File: src/rtl/dual_rail_pkg.sv
// Shared types, rail encodings and the per-bit code check for dual-rail (WDDL-style) logic.
package dual_rail_pkg;

    typedef enum logic {
        PH_PRE  = 1'b0,
        PH_EVAL = 1'b1
    } phase_e;

    localparam logic [1:0] RAIL_ONE    = 2'b10;
    localparam logic [1:0] RAIL_ZERO   = 2'b01;
    localparam logic [1:0] RAIL_SPACER = 2'b00;

    // True when the (t,f) pair carries a data value, i.e. is exactly one-hot.
    function automatic logic dr_valid_code(input logic t, input logic f);
        return ({t, f} == RAIL_ONE) || ({t, f} == RAIL_ZERO);
    endfunction

endpackage

File: src/rtl/dual_rail_checker.sv
// Combinational rail-code checker for a WIDTH-bit dual-rail input word.
// Only instantiated when DUAL_RAIL_CHECK_EN is defined.
module dual_rail_checker
    import dual_rail_pkg::*;
#(
    parameter int WIDTH = 4
) (
    input  phase_e             phase_i,
    input  logic               in_valid_i,
    input  logic [WIDTH-1:0]   in_t_i,
    input  logic [WIDTH-1:0]   in_f_i,
    output logic               violation_o
);

    logic bad_code_s;
    logic violation_s;

    // Any non-one-hot bit in an evaluating word, or any active rail during precharge.
    always_comb begin
        bad_code_s  = 1'b0;
        violation_s = 1'b0;
        for (int i = 0; i < WIDTH; i++) begin
            bad_code_s = bad_code_s | ~dr_valid_code(in_t_i[i], in_f_i[i]);
        end
        if (phase_i == PH_EVAL) begin
            violation_s = in_valid_i & bad_code_s;
        end else begin
            violation_s = |(in_t_i | in_f_i);
        end
    end

    assign violation_o = violation_s;

endmodule

File: src/rtl/dual_rail_pipe_reg.sv
// Elastic dual-rail pipeline register with a global PRECHARGE/EVALUATE phase.
// Define DUAL_RAIL_CHECK_EN to add input rail checking with a sticky flag and saturating counter.
module dual_rail_pipe_reg
    import dual_rail_pkg::*;
#(
    parameter int WIDTH     = 4,
    parameter int STAGES    = 2,
    parameter int ERR_CNT_W = 8
) (
    input  logic                 clk,
    input  logic                 rst_n,
    output logic                 phase,
    input  logic                 in_valid,
    output logic                 in_ready,
    input  logic [WIDTH-1:0]     in_t,
    input  logic [WIDTH-1:0]     in_f,
    output logic                 out_valid,
    input  logic                 out_ready,
    output logic [WIDTH-1:0]     out_t,
    output logic [WIDTH-1:0]     out_f,
    input  logic                 err_clr,
    output logic                 rail_err,
    output logic [ERR_CNT_W-1:0] err_cnt
);

    phase_e             phase_q, phase_d;
    logic [STAGES-1:0]  valid_q, valid_d;
    logic [STAGES-1:0]  stage_rdy_s;
    logic [WIDTH-1:0]   t_q [STAGES];
    logic [WIDTH-1:0]   t_d [STAGES];
    logic [WIDTH-1:0]   f_q [STAGES];
    logic [WIDTH-1:0]   f_d [STAGES];
    logic               eval_s, advance_s, in_ready_s, accept_s, rdy_chain_s;

    assign eval_s     = (phase_q == PH_EVAL);
    assign advance_s  = ~valid_q[STAGES-1] | out_ready;
    assign in_ready_s = eval_s & (~valid_q[0] | advance_s);
    assign accept_s   = in_ready_s & in_valid;

    // Phase alternates every clock.
    always_comb begin
        phase_d = PH_PRE;
        case (phase_q)
            PH_PRE:  phase_d = PH_EVAL;
            PH_EVAL: phase_d = PH_PRE;
            default: phase_d = PH_PRE;
        endcase
    end

    // Phase register.
    always_ff @(posedge clk or negedge rst_n) begin
        if (!rst_n) begin
            phase_q <= PH_PRE;
        end else begin
            phase_q <= phase_d;
        end
    end

    // A stage can take a new word when it is empty or its own word moves on.
    always_comb begin
        stage_rdy_s = {STAGES{1'b0}};
        rdy_chain_s = out_ready;
        for (int i = STAGES - 1; i >= 0; i--) begin
            rdy_chain_s    = ~valid_q[i] | rdy_chain_s;
            stage_rdy_s[i] = rdy_chain_s;
        end
    end

    // Elastic shift, applied only on the edge that closes an EVALUATE cycle.
    always_comb begin
        valid_d = valid_q;
        t_d     = t_q;
        f_d     = f_q;
        if (eval_s) begin
            if (stage_rdy_s[0]) begin
                valid_d[0] = accept_s;
                if (accept_s) begin
                    t_d[0] = in_t;
                    f_d[0] = in_f;
                end else begin
                    t_d[0] = t_q[0];
                    f_d[0] = f_q[0];
                end
            end else begin
                valid_d[0] = valid_q[0];
            end
            for (int i = 1; i < STAGES; i++) begin
                if (stage_rdy_s[i]) begin
                    valid_d[i] = valid_q[i-1];
                    t_d[i]     = t_q[i-1];
                    f_d[i]     = f_q[i-1];
                end else begin
                    valid_d[i] = valid_q[i];
                end
            end
        end else begin
            valid_d = valid_q;
        end
    end

    // Stage storage.
    always_ff @(posedge clk or negedge rst_n) begin
        if (!rst_n) begin
            valid_q <= {STAGES{1'b0}};
            for (int i = 0; i < STAGES; i++) begin
                t_q[i] <= {WIDTH{1'b0}};
                f_q[i] <= {WIDTH{1'b0}};
            end
        end else begin
            valid_q <= valid_d;
            t_q     <= t_d;
            f_q     <= f_d;
        end
    end

    assign phase     = eval_s;
    assign in_ready  = in_ready_s;
    assign out_valid = eval_s & valid_q[STAGES-1];
    assign out_t     = out_valid ? t_q[STAGES-1] : {WIDTH{1'b0}};
    assign out_f     = out_valid ? f_q[STAGES-1] : {WIDTH{1'b0}};

`ifdef DUAL_RAIL_CHECK_EN
    logic                 viol_s;
    logic                 rail_err_q, rail_err_d;
    logic [ERR_CNT_W-1:0] err_cnt_q, err_cnt_d;

    dual_rail_checker #(.WIDTH(WIDTH)) u_checker (
        .phase_i     (phase_q),
        .in_valid_i  (in_valid),
        .in_t_i      (in_t),
        .in_f_i      (in_f),
        .violation_o (viol_s)
    );

    // Clear beats a simultaneous violation; the counter sticks at all-ones.
    always_comb begin
        rail_err_d = rail_err_q;
        err_cnt_d  = err_cnt_q;
        if (err_clr) begin
            rail_err_d = 1'b0;
            err_cnt_d  = {ERR_CNT_W{1'b0}};
        end else if (viol_s) begin
            rail_err_d = 1'b1;
            if (err_cnt_q != {ERR_CNT_W{1'b1}}) begin
                err_cnt_d = err_cnt_q + {{(ERR_CNT_W-1){1'b0}}, 1'b1};
            end else begin
                err_cnt_d = err_cnt_q;
            end
        end else begin
            rail_err_d = rail_err_q;
        end
    end

    // Error status registers.
    always_ff @(posedge clk or negedge rst_n) begin
        if (!rst_n) begin
            rail_err_q <= 1'b0;
            err_cnt_q  <= {ERR_CNT_W{1'b0}};
        end else begin
            rail_err_q <= rail_err_d;
            err_cnt_q  <= err_cnt_d;
        end
    end

    assign rail_err = rail_err_q;
    assign err_cnt  = err_cnt_q;
`else
    logic unused_err_clr_s;
    assign unused_err_clr_s = err_clr;
    assign rail_err         = 1'b0;
    assign err_cnt          = {ERR_CNT_W{1'b0}};
`endif

endmodule

File: config.mk
export PLATFORM = sky130hd
export DESIGN_NAME = dual_rail_pipe_reg
export DESIGN_NICKNAME = d
export VERILOG_FILES = /design/src/rtl/dual_rail_pkg.sv /design/src/rtl/dual_rail_checker.sv /design/src/rtl/dual_rail_pipe_reg.sv
export SDC_FILE = /design/constraint.sdc
export NUM_CORES = 1
export LEC_CHECK = 0
export BUFFER_PORTS_ARGS = -buffer_cell sky130_fd_sc_hd__buf_2
export CAP_MARGIN = 5
export CORE_MARGIN = 2
export CORE_UTILIZATION = 40
export CTS_CLUSTER_SIZE = 14
export DETAILED_ROUTE_END_ITERATION = 16
export PLACE_DENSITY = 0.67
export REMOVE_ABC_BUFFERS = 1
export SYNTH_ARGS = -nofsm -noshare
export SYNTH_HDL_FRONTEND = slang
export SYNTH_SLANG_ARGS = --single-unit
File: constraint.sdc
create_clock -name clk -period 1.7 [get_ports clk]
set_input_delay 0 -clock clk [delete_from_list [all_inputs] [get_ports clk]]
set_output_delay 0 -clock clk [all_outputs]
set_load 0.02 [all_outputs]
# Word level (Yosys, flattened, before mapping)
# Index checks and enable logic that the tools add are counted.
# word_totals
reg_bits	19
word_cells	21
in_bits	13
output_inout_bits	20
# classes
reduce_logical	3
muxes	3
bitwise	8
# ops
cell	count
4-bit two-way mux	2
2-bit AND reduction	2
1-bit bitwise AND	3
1-bit NOT	3
3-bit AND reduction	1
1-bit OR	2
1-bit case mux with 2 select lines	1

# Longest topological paths before layout
# logic_depth
depth_word	6
depth_mapped	4
mapped_depth_nobuf	3

# Worst setup path before layout
# No wires, ideal clock.
# synth_timing
path_type	register to register
start	register phase_q (netlist: phase)
end	register f_q[4] (netlist bit)
period_less_slack_ps	1360
setup_time_ps	125
required_time_ps	1575
t_arrival_ps	1235
slack_ps	340
stages_incl_launch_ff	4
n_path_buf	0
path_cell_list	dfrtp_1 -> nand2_1 -> a31oi_4 -> mux2_2
# synth_via
elab_chain_cells	3
# synth_rtl
item	line	rtl
from (decl)	dual_rail_pipe_reg.sv:26	phase_e phase_q, phase_d;
from (signal assigned)	dual_rail_pipe_reg.sv:55	phase_q <= phase_d;
1-bit bitwise AND	dual_rail_pipe_reg.sv:37	assign in_ready_s = eval_s & (~valid_q[0] | advance_s);
1-bit bitwise AND	dual_rail_pipe_reg.sv:38	assign accept_s = in_ready_s & in_valid;
3-bit AND reduction (no line) *	-	
to (signal, indexed assignment)	dual_rail_pipe_reg.sv:107	f_q[i] <= {WIDTH{1'b0}};
to (decl)	dual_rail_pipe_reg.sv:31	logic [WIDTH-1:0] f_q [STAGES];
# Every way passes the cells marked *; elsewhere a longest branch is shown, timed or not.
# A chain may end at the register's enable or synchronous reset.

# Worst setup path in the final report
# layout_timing
start	register valid_q[1]
end	output port in_ready
# layout_via
elab_chain_cells	4
# layout_rtl
item	line	rtl
from (decl)	dual_rail_pipe_reg.sv:27	logic [STAGES-1:0] valid_q, valid_d;
from (signal assigned)	dual_rail_pipe_reg.sv:104	valid_q <= {STAGES{1'b0}};
from (signal assigned)	dual_rail_pipe_reg.sv:110	valid_q <= valid_d;
1-bit NOT	dual_rail_pipe_reg.sv:36	assign advance_s = ~valid_q[STAGES-1] | out_ready;
1-bit OR	dual_rail_pipe_reg.sv:36	
1-bit OR	dual_rail_pipe_reg.sv:37	
1-bit bitwise AND	dual_rail_pipe_reg.sv:37	
to (decl)	dual_rail_pipe_reg.sv:14	output logic in_ready,
# No other way between the ends.

==> results.cfg <==
[clock_tree]
cts_resized = 0
clock_sinks = 19
path_clk_slew_ns = 0.10
ctsHtreeMaxLevel = 1
cts_tree = yes
cts_made_buffers = 3
clockBufferDepth = 2
root_buffer = clkbuf_4
cts_setup_buffers = 0
clk_latency_ns = 0.29

[sta]
min_period_over_period_pct = 85.8
slew_viol_final = 0
rsz0062_at_grt = false
tns_ns = 0
setup_viol_count_final = 0
period_needed_ns = 1.46
finClkSkew_ns = 0.00456
fmax_mhz = 685
hold_viol = 0

[outcome]
outcome = finished, final reports clean

[critical_path]
rrSetupSlack_ns = 0.25
start_kind = register
path_class = reg2out
r2r_end = f_q[0]
arrival_ns = 1.46
path_max_fanout = 12
regToRegStartpoint = valid_q[1]
endpoint_kind = primary output
reg2reg_depth = 3
worstPathRequired_ns = 1.70

[routing]
drc_errors = 0
dr.pass1.iters = 4
num_vias = 580
drt_wl_total_mm = 1.57
antenna_left = 0
vias_per_cell = 4.53
drtIter0Drc = 5
wl_per_cell_um = 12.3

[layout]
finish.utilization_pct = 52.6
final_common_cell = buf_2
final_cell_mix = 22 x buf_2, 19 x dfrtp_1, 10 x dlygate4sd3_1
fin_nets = 114
drive_above_1_share_pct = 45.0
nFillCells = 213
design_area_um2 = 1140
antennaDiodeCount = 0
syn_to_final_growth_pct = 27.0

[logic_synthesis]
syn_area_um2 = 898
ys_types = 16
synth_area_per_cell_um2 = 13.6
yosysWarnings = 0
synthCells = 66
synth_seq_area_share_pct = 52.9
ys_ff_latch = 19

[global_route]
antenna_found_initial = 0
grt_pass1_vias = 619
grt_pass1_wl_mm = 2.63
track_usage_pct = 13.6
gr-total-overflow = 0
grt_max_degree = 20

[placed_design]
routabilityCongestion = 0.712
portBuffers = 22
post-dp-hpwl_mm = 1.14
place_area_um2 = 1010

[run]
drv_cap = 0

[power]
ir_worst_vdd_uv = 764
p_leak_uw = 0.000583
power_uw = 1160
p_per_area_nw_per_um2 = 1020

[die]
fp.coreArea_um2 = 2170
die_area_um2 = 2640
initial_core_util_pct = 41.4
rows = 17
die_x_um = 51.4
ioPinCount = 33
die_y_um = 51.4

[worst_hold_path]
hold_class = in2async
critical path, cell delays in order, from the launching register on:
cell and delay, ns:
dfrtp_1 0.58, a21o_1 0.30, o21ai_0 0.12, buf_2 0.17
registers in the layout, indices dropped and copies added, names as in the netlist:
name,cells
t_q,8
f_q,8
phase,1
valid_q,2
cell type report:
type / count / area, µm² / area share [%]
clock buffer: 4 / 26.3 / 2.30
inverter: 2 / 7.51 / 0.658
multi-input combinational: 41 / 359 / 31.5
sequential: 19 / 475 / 41.7
tap: 28 / 35.0 / 3.07
timing repair buffer: 34 / 238 / 20.8
metal layers:
metal  vias to the layer above  GRT usage [%]  part of all wire, %
li1                        275              -                    -
met1                       282           15.7                   43
met2                        21           24.4                   52
met3                         2           2.05                  5.5
met4                         0           6.58                 0.25
met5                         -              0                    0
power breakdown:
part / total, µW / switching [µW] / leakage [µW] / internal, µW
clock: 220 / 129 / 0.0000150 / 91.2
combinational: 356 / 165 / 0.000350 / 191
sequential: 587 / 54.8 / 0.000218 / 532
metrics by stage:
| stage | setup slack [ns] | hold WS [ns] | std cells |
|---|---|---|---|
| 2_1_floorplan | 0.231 | -0.296 | 62 |
| 3_3_place_gp | 0.297 | -0.0502 | 114 |
| 3_5_place_dp | 0.264 | -0.0451 | 114 |
| 4_1_cts | 0.239 | 0.165 | 128 |
| 5_1_grt | 0.120 | 0.193 | 128 |
| 6_report | 0.241 | 0.160 | 128 |
cell families after synthesis:
logic type / Yosys count / synth area share, %
flops: 19 / 52.9
mux: 16 / 23.4
compound gates: 5 / 5.71
other cells: 1 / 0.417
buf+inv: 14 / 10.4
simple gates: 11 / 7.10
synth_stat cells:
| master | instances | area share [%] |
|---|---|---|
| mux2_2 | 8 | 10 |
| mux2_4 | 8 | 13 |
| a21o_2 | 1 | 0.98 |
| clkbuf_1 | 2 | 0.84 |
| buf_6 | 1 | 1.3 |
| and3_1 | 8 | 5.6 |
| a31oi_4 | 1 | 2.4 |
| inv_1 | 2 | 0.84 |
| buf_4 | 9 | 7.5 |
| a22o_1 | 1 | 0.98 |
| o21ai_0 | 1 | 0.56 |
| and2_1 | 1 | 0.70 |
| nand2_1 | 2 | 0.84 |
| a21o_1 | 1 | 0.84 |
| dfrtp_1 | 19 | 53 |
| conb_1 | 1 | 0.42 |
repair_timing:
action | in CTS | in global routing
hold buffers | 10 | 0
hold endpoints to repair | 28 | 0
endpoints found under the setup margin | 0 | 0
how the worst max path moves through the flow:
stage,slack (ns),depth (start not counted),startpoint,end
final,0.24,3,valid_q[1],in_ready
after global routing,0.12,3,valid_q[1],in_ready
after CTS,0.24,3,valid_q[1],in_ready
after detailed placement,0.26,3,phase,t_q[6]
after global placement,0.30,3,valid_q[1],t_q[3]
after floorplan,0.23,3,phase,f_q[4]
Power figures use the tool's default switching activity.
